--- config.mk ---
export PLATFORM = sky130hd
export DESIGN_NAME = pipe_stage_elastic_flat
export DESIGN_NICKNAME = d
export VERILOG_FILES = /design/src/rtl/pipe_stage_elastic_pkg.sv /design/src/rtl/pipe_stage_elastic_if.sv /design/src/rtl/pipe_stage_elastic_slot.sv /design/src/rtl/pipe_stage_elastic.sv /design/src/flat_wrapper.sv
export SDC_FILE = /design/constraint.sdc
export NUM_CORES = 1
export LEC_CHECK = 0
export CAP_MARGIN = 20
export CORE_AREA = 3 3 220 114
export DETAILED_ROUTE_END_ITERATION = 10
export DIE_AREA = 0 0 223 117
export GPL_ROUTABILITY_DRIVEN = 0
export PLACE_DENSITY = 0.74
export REMOVE_ABC_BUFFERS = 1
export SKIP_CTS_REPAIR_TIMING = 1
export SLEW_MARGIN = 15
export SYNTH_ARGS = -nofsm -noshare
export SYNTH_HDL_FRONTEND = slang
export SYNTH_SLANG_ARGS = --single-unit
--- constraint.sdc ---
create_clock -name i_clk -period 1.2 [get_ports i_clk]
set_input_delay 0.12 -clock i_clk [delete_from_list [all_inputs] [get_ports i_clk]]
set_output_delay 0.12 -clock i_clk [all_outputs]
set_load 0.005 [all_outputs]
--- src/rtl/pipe_stage_elastic_pkg.sv ---
// pipe_stage_elastic_pkg: shared state type, bubble control constant and occupancy mapping for the elastic stage.
package pipe_pkg;
  typedef enum logic [1:0] {EMPTY, FULL, SKID} pipe_state_t;
  localparam logic CTRL_BUBBLE = 1'b0;
  function automatic logic [1:0] occ_of(pipe_state_t s);
    return (s == SKID) ? 2'd2 : (s == FULL) ? 2'd1 : 2'd0;
  endfunction
endpackage

--- src/rtl/pipe_stage_elastic_if.sv ---
// pipe_stage_elastic_if: valid/ready handshake bus carrying data lanes and a control bundle.
interface pipe_stage_elastic_if #(
  parameter int DATA_W = 32,
  parameter int NLANES = 5,
  parameter int CTRL_W = 16
);
  logic                     valid;
  logic                     ready;
  logic [NLANES*DATA_W-1:0] data;
  logic [CTRL_W-1:0]        ctrl;
  modport master(output valid, data, ctrl, input ready);
  modport slave(input valid, data, ctrl, output ready);
endinterface

--- src/rtl/pipe_stage_elastic_slot.sv ---
// pipe_slot: one storage entry (valid + word) with load and synchronous clear; clear wins over load.
module pipe_slot #(
  parameter int W = 8
) (
  input  logic         clk,
  input  logic         clr,
  input  logic         ld,
  input  logic [W-1:0] d,
  output logic         v,
  output logic [W-1:0] q
);
  logic         v_q, v_d;
  logic [W-1:0] w_q, w_d;
  always_comb begin
    v_d = clr ? 1'b0 : ld ? 1'b1 : v_q;
    w_d = clr ? '0 : ld ? d : w_q;
  end
  always_ff @(posedge clk) begin
    v_q <= v_d;
    w_q <= w_d;
  end
  assign v = v_q;
  assign q = w_q;
endmodule

--- src/rtl/pipe_stage_elastic.sv ---
// pipe_stage_elastic: elastic pipeline register with step gating and flush; PIPE_SKID_BUFFER_EN adds a 2-entry skid buffer.
module pipe_stage_elastic
  import pipe_pkg::*;
#(
  parameter int DATA_W = 32,
  parameter int NLANES = 5,
  parameter int CTRL_W = 16
) (
  input  logic                  i_clk,
  input  logic                  i_reset,
  input  logic                  i_flush,
  input  logic                  i_step,
  pipe_stage_elastic_if.slave   up,
  pipe_stage_elastic_if.master  dn,
  output logic [1:0]            o_occ
);
  localparam int W = NLANES*DATA_W + CTRL_W;
  pipe_state_t  state_q, state_d;
  logic [W-1:0] in_w, main_w, main_in;
  logic         main_v, main_ld, main_clr, acc, pop, kill;
  assign kill = i_reset | i_flush;
  assign in_w = {up.data, up.ctrl};
  assign acc  = up.valid & up.ready;
  assign pop  = main_v & dn.ready & i_step;
  pipe_slot #(.W(W)) u_main (.clk(i_clk), .clr(main_clr), .ld(main_ld), .d(main_in), .v(main_v), .q(main_w));
`ifdef PIPE_SKID_BUFFER_EN
  logic [W-1:0] skid_w;
  logic         skid_v, skid_ld, skid_clr;
  pipe_slot #(.W(W)) u_skid (.clk(i_clk), .clr(skid_clr), .ld(skid_ld), .d(in_w), .v(skid_v), .q(skid_w));
  // ready comes from registered state only, so i_ready never reaches upstream
  assign up.ready = ~i_reset & i_step & (state_q != SKID);
  assign main_in  = skid_v ? skid_w : in_w;
  always_comb begin
    state_d  = state_q;
    main_ld  = 1'b0;
    main_clr = kill;
    skid_ld  = 1'b0;
    skid_clr = kill;
    case (state_q)
      EMPTY: begin
        state_d = acc ? FULL : EMPTY;
        main_ld = acc;
      end
      FULL: begin
        state_d  = (acc & ~pop) ? SKID : (pop & ~acc) ? EMPTY : FULL;
        main_ld  = acc & pop;
        main_clr = kill | (pop & ~acc);
        skid_ld  = acc & ~pop;
      end
      SKID: begin
        state_d  = pop ? FULL : SKID;
        main_ld  = pop;
        skid_clr = kill | pop;
      end
      default: state_d = EMPTY;
    endcase
    if (kill) state_d = EMPTY;
  end
`else
  assign up.ready = ~i_reset & i_step & (~main_v | dn.ready);
  assign main_in  = in_w;
  always_comb begin
    state_d  = state_q;
    main_ld  = acc;
    main_clr = kill;
    case (state_q)
      EMPTY: state_d = acc ? FULL : EMPTY;
      FULL: begin
        state_d  = (pop & ~acc) ? EMPTY : FULL;
        main_clr = kill | (pop & ~acc);
      end
      default: state_d = EMPTY;
    endcase
    if (kill) state_d = EMPTY;
  end
`endif
  always_ff @(posedge i_clk) begin
    state_q <= i_reset ? EMPTY : state_d;
  end
  assign dn.valid = main_v;
  assign dn.data  = main_w[W-1:CTRL_W];
  assign dn.ctrl  = main_v ? main_w[CTRL_W-1:0] : {CTRL_W{CTRL_BUBBLE}};
  assign o_occ    = occ_of(state_q);
endmodule

--- src/flat_wrapper.sv ---
// flat-port wrapper written by rule: the top's interface ports become plain ports
module pipe_stage_elastic_flat import pipe_pkg::*;
#(
  parameter int DATA_W = 32,
  parameter int NLANES = 5,
  parameter int CTRL_W = 16
)
  (i_clk, i_reset, i_flush, i_step, o_occ, up_valid, up_data, up_ctrl, up_ready, dn_valid, dn_data, dn_ctrl, dn_ready);
  pipe_stage_elastic_if #(.DATA_W(DATA_W), .NLANES(NLANES), .CTRL_W(CTRL_W)) up_i ();
  pipe_stage_elastic_if #(.DATA_W(DATA_W), .NLANES(NLANES), .CTRL_W(CTRL_W)) dn_i ();
  input  logic i_clk;
  input  logic i_reset;
  input  logic i_flush;
  input  logic i_step;
  output logic [1:0] o_occ;
  input wire logic [$bits(up_i.valid)-1:0] up_valid;
  input wire logic [$bits(up_i.data)-1:0] up_data;
  input wire logic [$bits(up_i.ctrl)-1:0] up_ctrl;
  output wire logic [$bits(up_i.ready)-1:0] up_ready;
  output wire logic [$bits(dn_i.valid)-1:0] dn_valid;
  output wire logic [$bits(dn_i.data)-1:0] dn_data;
  output wire logic [$bits(dn_i.ctrl)-1:0] dn_ctrl;
  input wire logic [$bits(dn_i.ready)-1:0] dn_ready;
  assign up_i.valid = up_valid;
  assign up_i.data = up_data;
  assign up_i.ctrl = up_ctrl;
  assign up_ready = up_i.ready;
  assign dn_valid = dn_i.valid;
  assign dn_data = dn_i.data;
  assign dn_ctrl = dn_i.ctrl;
  assign dn_i.ready = dn_ready;
  pipe_stage_elastic #(.DATA_W(DATA_W), .NLANES(NLANES), .CTRL_W(CTRL_W)) u_core (.i_clk(i_clk), .i_reset(i_reset), .i_flush(i_flush), .i_step(i_step), .up(up_i), .dn(dn_i), .o_occ(o_occ));
endmodule
==> out/results.tsv <==
metric	value	unit
Port Buffers	360	
Slew Viols, Final	0	
Area Growth Syn to Fin	50.7	%
mux contribution to synthesized area	0	%
Max-Cap Viols	0	
Tmin final	1560	ps
Initial DRC Count	785	
Final Setup Violations	198	
failing checks	negative setup slack	
fin area	0.0144	mm²
flops & latches, synth	178	
initial antenna violation count	0	
Post-synth top cells	178 x dfxtp_1, 177 x a21oi_1, 176 x nand4_1, 168 x buf_4, 99 x o31ai_2	
synthesized instance count	1038	
EDFF count, synth	0	
NumNets Final	1417	
clock tree sinks	178	
pin count of the biggest net entering global routing	60	
top-count cell post-synth	dfxtp_1	
Setup Skew	9.52	ps
core area	0.0230	mm²
die area	0.0261	mm²
Hold Crit Start	up_data[118]	
Clock Path Buffers	2	
H-tree level count	4	
layout cells sized above 1	29.3	%
Synth warnings	0	
CTS Buf Count	17	
die width	223	µm
Ant. Diodes	0	
DR WL/cell	23.0	µm
top post-synthesis cells by area	dfxtp_1 37%, buf_4 13%, o31ai_2 13%, nand4_1 12%, a21oi_1 9.3%	
Max Fclk	0.642	GHz
Critical Path Source Type	flop	
Static Leak	7.44	nW
floorplan row count	39	
WP data required	1080	ps
adder-cell share of the synthesized area	0	%
Clock Latency Late Sink	450	ps
register area share after synthesis	37.3	%
via density per instance	5.92	
gr usage total	23.5	%
VDD IR max	0.000804	V
Post-route DRC	0	
Final Worst Setup Slack	-357	ps
critical register-to-register path startpoint	u_core.u_main.v	
root buffer cell	clkbuf_16	
placed insts	1492	
share of the synthesized area in the top cell type	37.3	%
Crit. Startpoint	u_core.u_main.v	
IO Count	362	
Worst Path Max Fanout	5	
Tot Pwr	13.7	mW
main combinational cell family by area after synthesis	compound AO/OA/AOI/OAI gates	
fin cells	1555	
ys flop type	dfxtp_1	
WS Path Type	flop to output port	
status	complete, but fails checks	
first-pass GRT wire length	49.1	mm
CP arrival	1440	ps
Die Ht	117	µm
Unique masters post-synth	23	
Synth Area in XOR/XNOR	0	%
post-synthesis cell area	0.00955	mm²
cell taking the most area after synthesis	dfxtp_1	
Rel. slew slack	61.6	%
Crit. End Element	output port	
Hold Crit Class	input port to flop	
CTS tree	built	
clock transition at the registers of the reported paths	70	ps
Cell Pwr Density	953	mW/mm²
dpl cell area	0.0126	mm²
RSZ-0062 raised after global routing	true	
endpoints failing hold	0	
simple-gate share of the synthesized area	13.2	%
Total Wirelength	35.8	mm
Starting Density	41.6	%
post-synthesis compound-gate area fraction	28.5	%
vias in the first global route	8664	
TritonRoute pass-1 iters	7	
total grt overflow	0	
DP HPWL	23.6	mm
Post-synth ARST share	0	%
via count	9205	
worst-margin pin slew	575	ps
post-route ant nets	0	
average size of a mapped cell	9.20	µm²
fin crit share	130	%
## worst paths after layout
path                                to  slack, ps  cells after the start
setup / recovery              up_ready       -360                      5
hold / removal    u_core.u_main.q[134]        220                      3
setup reg to reg   u_core.u_main.q[32]       -350                      6
hold reg to reg    u_core.u_main.q[69]        460                      2
## cell families after synthesis
family | after synthesis
AND/OR/NAND/NOR | 202
buffers and inverters | 302
flip-flops | 178
other | 1
AO/OA/AOI/OAI | 355
## metrics by stage
step | hold WS [ps] | setup TNS [ps] | setup slack (ps) | util, %
2_1_floorplan | 197 | -923980 | -5430 | -
6_report | 219 | -55270 | -357 | 62.6
3_3_place_gp | 452 | -85840 | -531 | 54.8
4_1_cts | 212 | -90520 | -751 | 57.3
3_5_place_dp | 456 | -90570 | -561 | 54.8
5_1_grt | 226 | -64040 | -387 | 62.6
## registers in the layout (all words and copies together) (netlist names)
name / cells
u_core.u_main.v: 1
u_core.state_q: 1
u_core.u_main.q: 176
## cell type report
cell class	count	area, µm²
Fill cell	1799	8590
Timing Repair Buffer	479	5580
Multi-Input combinational cell	558	4230
Sequential cell	178	3620
Clock buffer	22	464
Tap cell	307	384
Clock inverter	10	109
Inverter	1	8.76
## routing by layer
| metal | routed length [µm] | vias to the layer above | track usage (%) |
|---|---|---|---|
| met3 | 1560 | 111 | 4.78 |
| met5 | 0 | - | 0 |
| met1 | 14600 | 4558 | 28.1 |
| li1 | - | 4149 | - |
| met2 | 17900 | 387 | 41.4 |
| met4 | 1800 | 0 | 11.2 |
## cell usage in the layout, fill, tap and decap left out, drive strengths merged
cell type	n
o31ai	176
and2	16
nand3	1
clkinv	6
nor2b	2
o21ai	1
a21oi	177
bufinv	2
nand2b	2
clkinvlp	2
conb	1
nor2	3
clkdlybuf4s50	181
clkbuf	40
dlymetal6s2s	160
buf	120
or2b	1
nand4	176
dfxtp	178
a32oi	1
nor3	1
inv	1
## power breakdown
part | switching, mW | total, mW | internal [mW]
Combinational | 0.997 | 2.05 | 1.06
Clock | 2.45 | 5.62 | 3.16
Sequential | 0.0531 | 6.04 | 5.99
## worst max-delay path: stages (launching register included)
cell,delay [ps]
dfxtp_4,360
buf_6,120
nor2b_4,130
buf_12,150
nor2_4,110
clkbuf_2,130
No activity file was read; power rests on OpenSTA's default activity.
